==> config.mk <==
export PLATFORM = sky130hd
export DESIGN_NAME = l2_port_arbiter
export DESIGN_NICKNAME = d
export VERILOG_FILES = /design/src/rtl/l2_port_arbiter.sv
export SDC_FILE = /design/constraint.sdc
export NUM_CORES = 1
export LEC_CHECK = 0
export BUFFER_PORTS_ARGS = -buffer_cell sky130_fd_sc_hd__buf_2
export CORE_AREA = 2 2 337 339
export DETAILED_ROUTE_END_ITERATION = 16
export DIE_AREA = 0 0 339 341
export GPL_ROUTABILITY_DRIVEN = 0
export SYNTH_ARGS = -nofsm -noshare
export SYNTH_HDL_FRONTEND = slang
export SYNTH_SLANG_ARGS = --single-unit
==> constraint.sdc <==
create_clock -name clock -period 2 [get_ports clock]
set_input_delay 0.4 -clock clock [delete_from_list [all_inputs] [get_ports clock]]
set_output_delay 0.4 -clock clock [all_outputs]
set_load 0.03 [all_outputs]
==> src/rtl/l2_port_arbiter.sv <==
// Two-requester arbiter/sequencer for the single-ported L2 block port (I-cache vs D-cache).
// Define ARB_ROUND_ROBIN_EN for round-robin tie-breaking; the default build uses fixed D-cache priority.
module l2_port_arbiter #(
    parameter int BLOCKS = 4
) (
    input  logic                   clock,
    input  logic                   reset,
    input  logic                   i_req,
    input  logic [31:0]            i_addr,
    input  logic                   i_we,
    input  logic [BLOCKS*32-1:0]   i_write_block,
    output logic [BLOCKS*32-1:0]   i_read_block,
    output logic                   i_miss,
    input  logic                   d_req,
    input  logic [31:0]            d_addr,
    input  logic                   d_we,
    input  logic [BLOCKS*32-1:0]   d_write_block,
    output logic [BLOCKS*32-1:0]   d_read_block,
    output logic                   d_miss,
    output logic                   mem_req,
    output logic [31:0]            mem_addr,
    output logic                   mem_we,
    output logic [BLOCKS*32-1:0]   mem_write_block,
    input  logic [BLOCKS*32-1:0]   mem_read_block,
    input  logic                   mem_miss,
    output logic [1:0]             dbg_state
);
    // Handshake: a cache raises x_req with address/data stable and holds it; x_miss stays
    // high until the cycle its grant completes (mem_req & !mem_miss), then falls in that cycle.
    typedef enum logic [1:0] {
        IDLE  = 2'b00,
        GNT_I = 2'b01,
        GNT_D = 2'b10
    } state_t;

    state_t state_q, state_d, tie_state;
    logic   done;

    always_ff @(posedge clock or posedge reset) begin
        if (reset) state_q <= IDLE;
        else       state_q <= state_d;
    end

`ifdef ARB_ROUND_ROBIN_EN
    logic last_d_q, last_d_d;

    always_ff @(posedge clock or posedge reset) begin
        if (reset) last_d_q <= 1'b0;
        else       last_d_q <= last_d_d;
    end

    // done can only be high in a grant state, so it alone marks a completion.
    always_comb begin
        last_d_d = last_d_q;
        if (done) last_d_d = (state_q == GNT_D);
    end

    assign tie_state = last_d_q ? GNT_I : GNT_D;
`else
    assign tie_state = GNT_D;
`endif

    always_comb begin
        state_d         = state_q;
        done            = 1'b0;
        mem_req         = 1'b0;
        mem_addr        = 32'd0;
        mem_we          = 1'b0;
        mem_write_block = '0;
        i_read_block    = '0;
        d_read_block    = '0;
        i_miss          = i_req;
        d_miss          = d_req;
        case (state_q)
            IDLE: begin
                if (i_req && d_req) state_d = tie_state;
                else if (d_req)     state_d = GNT_D;
                else if (i_req)     state_d = GNT_I;
            end
            GNT_I: begin
                mem_req         = 1'b1;
                mem_addr        = i_addr;
                mem_we          = i_we;
                mem_write_block = i_write_block;
                i_read_block    = mem_read_block;
                done            = !mem_miss;
                i_miss          = i_req && !done;
                // Completion or an abort both return through IDLE to force the one-cycle gap.
                if (done || !i_req) state_d = IDLE;
            end
            GNT_D: begin
                mem_req         = 1'b1;
                mem_addr        = d_addr;
                mem_we          = d_we;
                mem_write_block = d_write_block;
                d_read_block    = mem_read_block;
                done            = !mem_miss;
                d_miss          = d_req && !done;
                if (done || !d_req) state_d = IDLE;
            end
            default: state_d = IDLE;
        endcase
    end

    assign dbg_state = state_q;

endmodule

==> results of run 1 <==
[cell type report]
class	instances	area share (%)
Sequential cell	2	0.3373
Timing Repair Buffer	987	52.43
Inverter	5	0.1365
Clock buffer	3	0.4819
Antenna cell	17	0.2731
Multi-Input combinational cell	590	34.29
Tap cell	1500	12.05
[timing repair]
item                                    4_1_cts  5_1_grt
pin swaps                                     7        8
gates resized for setup                     217      129
endpoints found under the setup margin      400      407
gates cloned                                 19        9
setup buffers                                17        6
[Yosys cell counts]
library cell	instances	share of area, %
and2_1	256	37
dfrtp_1	2	1.1
o21ai_0	1	0.11
clkbuf_2	2	0.23
o22ai_1	1	0.14
buf_2	46	5.3
clkbuf_1	33	2.8
ha_1	3	0.86
buf_4	1	0.17
inv_1	5	0.43
nor2b_1	161	23
a22oi_1	162	28
a22oi_2	1	0.29
a21boi_0	2	0.34
nand2b_1	2	0.29
a32o_1	1	0.23
[how the worst max path moves through the flow]
stage                        startpoint  slack (ns)  cells past startpoint                    to
3_3_place_gp   dbg_state[0]$_DFFE_PP0P_       -0.30                      7  mem_write_block[117]
6_report       dbg_state[1]$_DFFE_PP0P_       -0.36                      8   mem_write_block[53]
5_1_grt        dbg_state[0]$_DFFE_PP0P_       -0.38                      8   mem_write_block[11]
4_1_cts        dbg_state[1]$_DFFE_PP0P_       -0.33                      8   mem_write_block[53]
2_1_floorplan  dbg_state[0]$_DFFE_PP0P_       -0.05                      6           mem_addr[0]
3_5_place_dp   dbg_state[0]$_DFFE_PP0P_       -0.29                      7  mem_write_block[117]
[through the flow]
stage | area [um2] | setup TNS (ns) | power, mW | worst slack [ns] | hold slack, ns
detailed placement | 13320 | -18.81 | 19.61 | -0.2906 | 0.2876
finish | 15580 | -77.41 | 24.50 | -0.3553 | 0.06055
global placement | 13320 | -12.34 | 19.50 | -0.2960 | 0.2860
floorplan | 5253 | -0.05372 | 10.76 | -0.05372 | 0.1412
global route | 15560 | -105.81 | 25.58 | -0.3826 | 0.07161
CTS | 14900 | -82.11 | 23.35 | -0.3291 | 0.05743
[report_power, final]
group | internal [mW] | total (mW) | switching, mW
combinational | 11.0 | 24.1 | 13.1
sequential | 0.0605 | 0.0898 | 0.0293
clock | 0.254 | 0.301 | 0.0470
total | 11.3 | 24.5 | 13.2
[per-layer routing]
layer | share of wire, % | wire length, um | GRT usage (%)
met5 | 0.19 | 163 | 0
met4 | 1.6 | 1373 | 0.8426
met3 | 11 | 9652 | 5.821
met2 | 42 | 36790 | 21.14
met1 | 45 | 38920 | 18.82
[cells by family (layout without fill, tap and decap cells)]
family	Yosys count	after routing
and+or+nand+nor	419	419
AOI/OAI and AO/OA	168	168
buffers and inverters	87	995
adders and majority gates	3	3
DFF	2	2
other	0	17
[critical path, cell delays in order (launching register included)]
cell and delay (ns):
dfrtp_2 0.43, inv_2 0.11, ha_4 0.17, buf_12 0.16, buf_12 0.22, a22oi_1 0.11
buf_4 0.16, nor2b_4 0.17, buf_6 0.16
==> impl_metrics.json, run 1 <==
{
  "status": "complete, but fails checks",
  "violations": "negative setup slack",
  "largest_reg_flops": 2,
  "dp_cells": 3037,
  "cp.arrival_ns": 1.96,
  "fin_nets": 2047,
  "antenna_left": 0,
  "synth_cell_types": 16,
  "start_kind": "flop",
  "synth_seq_area_share_pct": 1.147,
  "synth_fp_nets": 1137,
  "portBuffers": 876,
  "dr.pass1.iters": 5,
  "slew_violations": 0,
  "drt_iter0_drc": 555,
  "globalRouteTotalUtil_pct": 13.86,
  "criticalPathCategory": "flop to output pin",
  "core_area_um2": 111900,
  "clock_latency_ns": 0.22,
  "clock-sinks": 2,
  "max_slew_margin_pct": 71.34,
  "worst_r2r_endpoint": "dbg_state[1]$_DFFE_PP0P_",
  "drc_errors": 0,
  "fmax_mhz": 424.6,
  "vias_per_cell": 3.067,
  "syn-cell-area_um2": 4364,
  "clk_pin_slew_ns": 0.03,
  "multi_input_area_um2": 5343,
  "grt_max_degree": 57,
  "grt_pass1_wl_um": 103700,
  "clock_path_buffers": 2,
  "via_count": 9520,
  "final_core_utilization_pct": 13.92,
  "synth_fa_ha_area_share_pct": 0.8601,
  "fin_cells": 3104,
  "synth_mux_area_share_pct": 0,
  "ios": 877,
  "skew_ns": 0.001699,
  "hold_buffers": 0,
  "cts_made_buffers": 3,
  "htree_levels": 1,
  "synthCells": 679,
  "synthSimpleGateAreaFrac_pct": 60.06,
  "dieArea_um2": 115600,
  "r2r_start": "dbg_state[0]$_DFFE_PP0P_",
  "required_ns": 1.60,
  "hold_viol": 0,
  "ctsRootBufferMaster": "clkbuf_16",
  "min_path_type": "input port to asynchronous set/reset pin",
  "rrSetupSlack_ns": 0.26,
  "post-route-period-util_pct": 117.8,
  "leakage_nw": 7.067,
  "worstMarginPinSlew_ns": 0.4299,
  "reg2reg_depth": 7,
  "hpwl_um": 76150,
  "area_growth_pct": 257.0,
  "min_period_ns": 2.355,
  "fill_cells": 12840,
  "crit_fanout": 36,
  "gr-total-overflow": 0,
  "wirelength_um": 86900,
  "rsz0062_at_grt": "yes",
  "synth_xor_area_share_pct": 0,
  "wl_per_cell_um": 28.00,
  "seq_area_um2": 52.55,
  "ys_ff_latch": 2,
  "syn-mean-instance-area_um2": 6.427,
  "cts_tree": "built",
  "start_util_pct": 3.901,
  "power_density_nw_per_um2": 1573,
  "layout_commonest_cell": "buf_2",
  "setup_violations": 406,
  "antenna_found_initial": 77,
  "rows": 123,
  "drive_above_1_share_pct": 78.76,
  "endpoint_kind": "output pin",
  "max_cap_viol_count": 0,
  "fp.dieW_um": 339,
  "final_cell_mix": "buf_2 (674), and2_1 (251), buf_12 (119)",
  "synth_compound_area_share_pct": 28.99,
  "synth_top_family_by_area": "simple AND/OR/NAND/NOR gates",
  "timing.final.ws_setup_ns": -0.3553,
  "ir_worst_vdd_mv": 0.5422,
  "die_h_um": 341,
  "first_global_vias": 8898,
  "ys_warn_count": 0
}
(Power assumes the default switching activity.)
==> inputs of run 2 (changes only) <==
CELL_PAD_IN_SITES_DETAIL_PLACEMENT = 1   (was unset)
CELL_PAD_IN_SITES_GLOBAL_PLACEMENT = 2   (was unset)
CORE_AREA = 2 2 339 341   (was 2 2 337 339)
DIE_AREA = 0 0 341 343   (was 0 0 339 341)
GPL_TIMING_DRIVEN = 0   (was unset)
PLACE_DENSITY = 0.51   (was unset)
==> impl_metrics.json, run 2 (same netlist as run 1, synthesis figures left out) <==
{
  "ctsRootBufferMaster": "clkbuf_16",
  "globalRouteTotalUtil_pct": 13.38,
  "power_frac_comb_pct": 98.2,
  "skew_ns": 0.001101,
  "cts_tree": "built",
  "layout_commonest_cell": "buf_2",
  "gr-total-overflow": 0,
  "area_growth_pct": 232.8,
  "fin_nets": 2053,
  "antenna_left": 0,
  "dr.pass1.iters": 4,
  "final_cell_mix": "buf_2 (681), and2_1 (247), a22oi_2 (150)",
  "crit_fanout": 10,
  "htree_levels": 1,
  "max_cap_viol_count": 0,
  "grt_pass1_wl_um": 102800,
  "cp.arrival_ns": 2.08,
  "rsz0062_at_grt": "yes",
  "clock-sinks": 2,
  "via_count": 9134,
  "start_util_pct": 3.848,
  "endpoint_kind": "output pin",
  "startpoint": "dbg_state[0]$_DFFE_PP0P_",
  "fmax_mhz": 402.9,
  "required_ns": 1.60,
  "post-route-period-util_pct": 124.1,
  "hpwl_um": 76070,
  "max_slew_margin_pct": 64.45,
  "core_area_um2": 113400,
  "internal_power_mw": 9.144,
  "vias_per_cell": 2.935,
  "p_sw_share_pct": 58.26,
  "fp.dieW_um": 341,
  "clkPwrFrac_pct": 1.4,
  "first_global_vias": 9439,
  "antenna_found_initial": 67,
  "min_period_ns": 2.482,
  "clk_pin_slew_ns": 0.03,
  "setup_tns_ns": -101.89,
  "hold_viol": 0,
  "portBuffers": 876,
  "hold_buffers": 0,
  "clock_latency_ns": 0.23,
  "start_kind": "flop",
  "wirelength_um": 83460,
  "dieArea_um2": 117000,
  "power_density_nw_per_um2": 1508,
  "drive_above_1_share_pct": 83.11,
  "drc_errors": 0,
  "fill_cells": 13610,
  "largest_reg_flops": 2,
  "ir_worst_vdd_mv": 0.3912,
  "ios": 877,
  "worstMarginPinSlew_ns": 0.5332,
  "seq_power_share_pct": 0.4,
  "die_h_um": 343,
  "leakage_nw": 6.735,
  "setup_violations": 419,
  "slew_violations": 0,
  "wl_per_cell_um": 26.82,
  "p_total_mw": 21.91,
  "min_path_type": "input port to asynchronous set/reset pin",
  "violations": "negative setup slack",
  "rows": 124,
  "drt_iter0_drc": 281,
  "cts_made_buffers": 3,
  "r2r_start": "dbg_state[0]$_DFFE_PP0P_",
  "criticalPathCategory": "flop to output pin",
  "timing.final.ws_setup_ns": -0.4820,
  "clock_path_buffers": 2,
  "status": "complete, but fails checks",
  "grt_max_degree": 12,
  "p_switching_mw": 12.76
}
run 2: path summary, 6_finish.rpt:
kind | endpoint | slack [ns] | cells after the start
max in group asynchronous | dbg_state[1]$_DFFE_PP0P_ | 1.85 | 2
min reg2reg | dbg_state[1]$_DFFE_PP0P_ | 0.72 | 2
max reg2reg | dbg_state[1]$_DFFE_PP0P_ | 0.10 | 9
min in group clock | dbg_state[0]$_DFFE_PP0P_ | 0.51 | 3
min | dbg_state[0]$_DFFE_PP0P_ | 0.03 | 2
max | mem_write_block[52] | -0.48 | 8
run 2: metal layers:
layer / part of all wire, % / GRT usage, % / up-vias
met5: 0.12 / 0 / -
met1: 45 / 18.18 / 4299
met3: 7.4 / 3.081 / 99
met4: 1.1 / 0.2386 / 14
met2: 47 / 22.64 / 575
li1: - / - / 4147
run 2: metrics by stage:
step / utilization (%) / cells / worst slack (ns) / hold WS [ns] / cell area [um2]
final: 12.81 / 3112 / -0.4820 / 0.02638 / 14520
after global routing: 12.79 / 3106 / -0.5289 / 0.03457 / 14510
after CTS: 11.87 / 3089 / -0.5226 / 0.02644 / 13470
after detailed placement: 10.17 / 3067 / -1.647 / 0.2592 / 11530
after global placement: 10.17 / 3067 / -1.633 / 0.2619 / 11530
after floorplan: - / 679 / -0.05372 / 0.1412 / 5253
run 2: what timing repair did:
action / CTS / global route
pin swaps: 46 / 78
setup buffers: 11 / 16
gates resized for setup: 416 / 341
endpoints found under the setup margin: 421 / 419
gates cloned: 9 / 4
run 2: cell type report:
type | instances | area (um2) | share of cell area [%]
Antenna cell | 7 | 17.52 | 0.1206
Buffer | 79 | 1023 | 7.047
Clock buffer | 3 | 75.07 | 0.5169
Inverter | 5 | 23.77 | 0.1637
Multi-Input combinational cell | 590 | 5589 | 38.49
Sequential cell | 2 | 52.55 | 0.3619
Tap cell | 1512 | 1892 | 13.03
Timing Repair Buffer | 914 | 5849 | 40.28
run 2: worst max-delay path: stages (launching register included):
cell and delay (ns):
dfrtp_2 0.43, buf_6 0.13, ha_4 0.15, buf_12 0.13, buf_12 0.14, buf_12 0.14, a22oi_2 0.44, nor2b_4 0.08
buf_2 0.19
run 2: power groups by stage:
stage          clock network, mW  registers, mW  logic [mW]
5_1_grt                    0.318         0.0919        22.7
3_3_place_gp                   0         0.0873        17.5
2_1_floorplan                  0          0.110        10.7
6_report                   0.310         0.0892        21.5
3_5_place_dp                   0         0.0885        17.5
4_1_cts                    0.311         0.0851        20.8
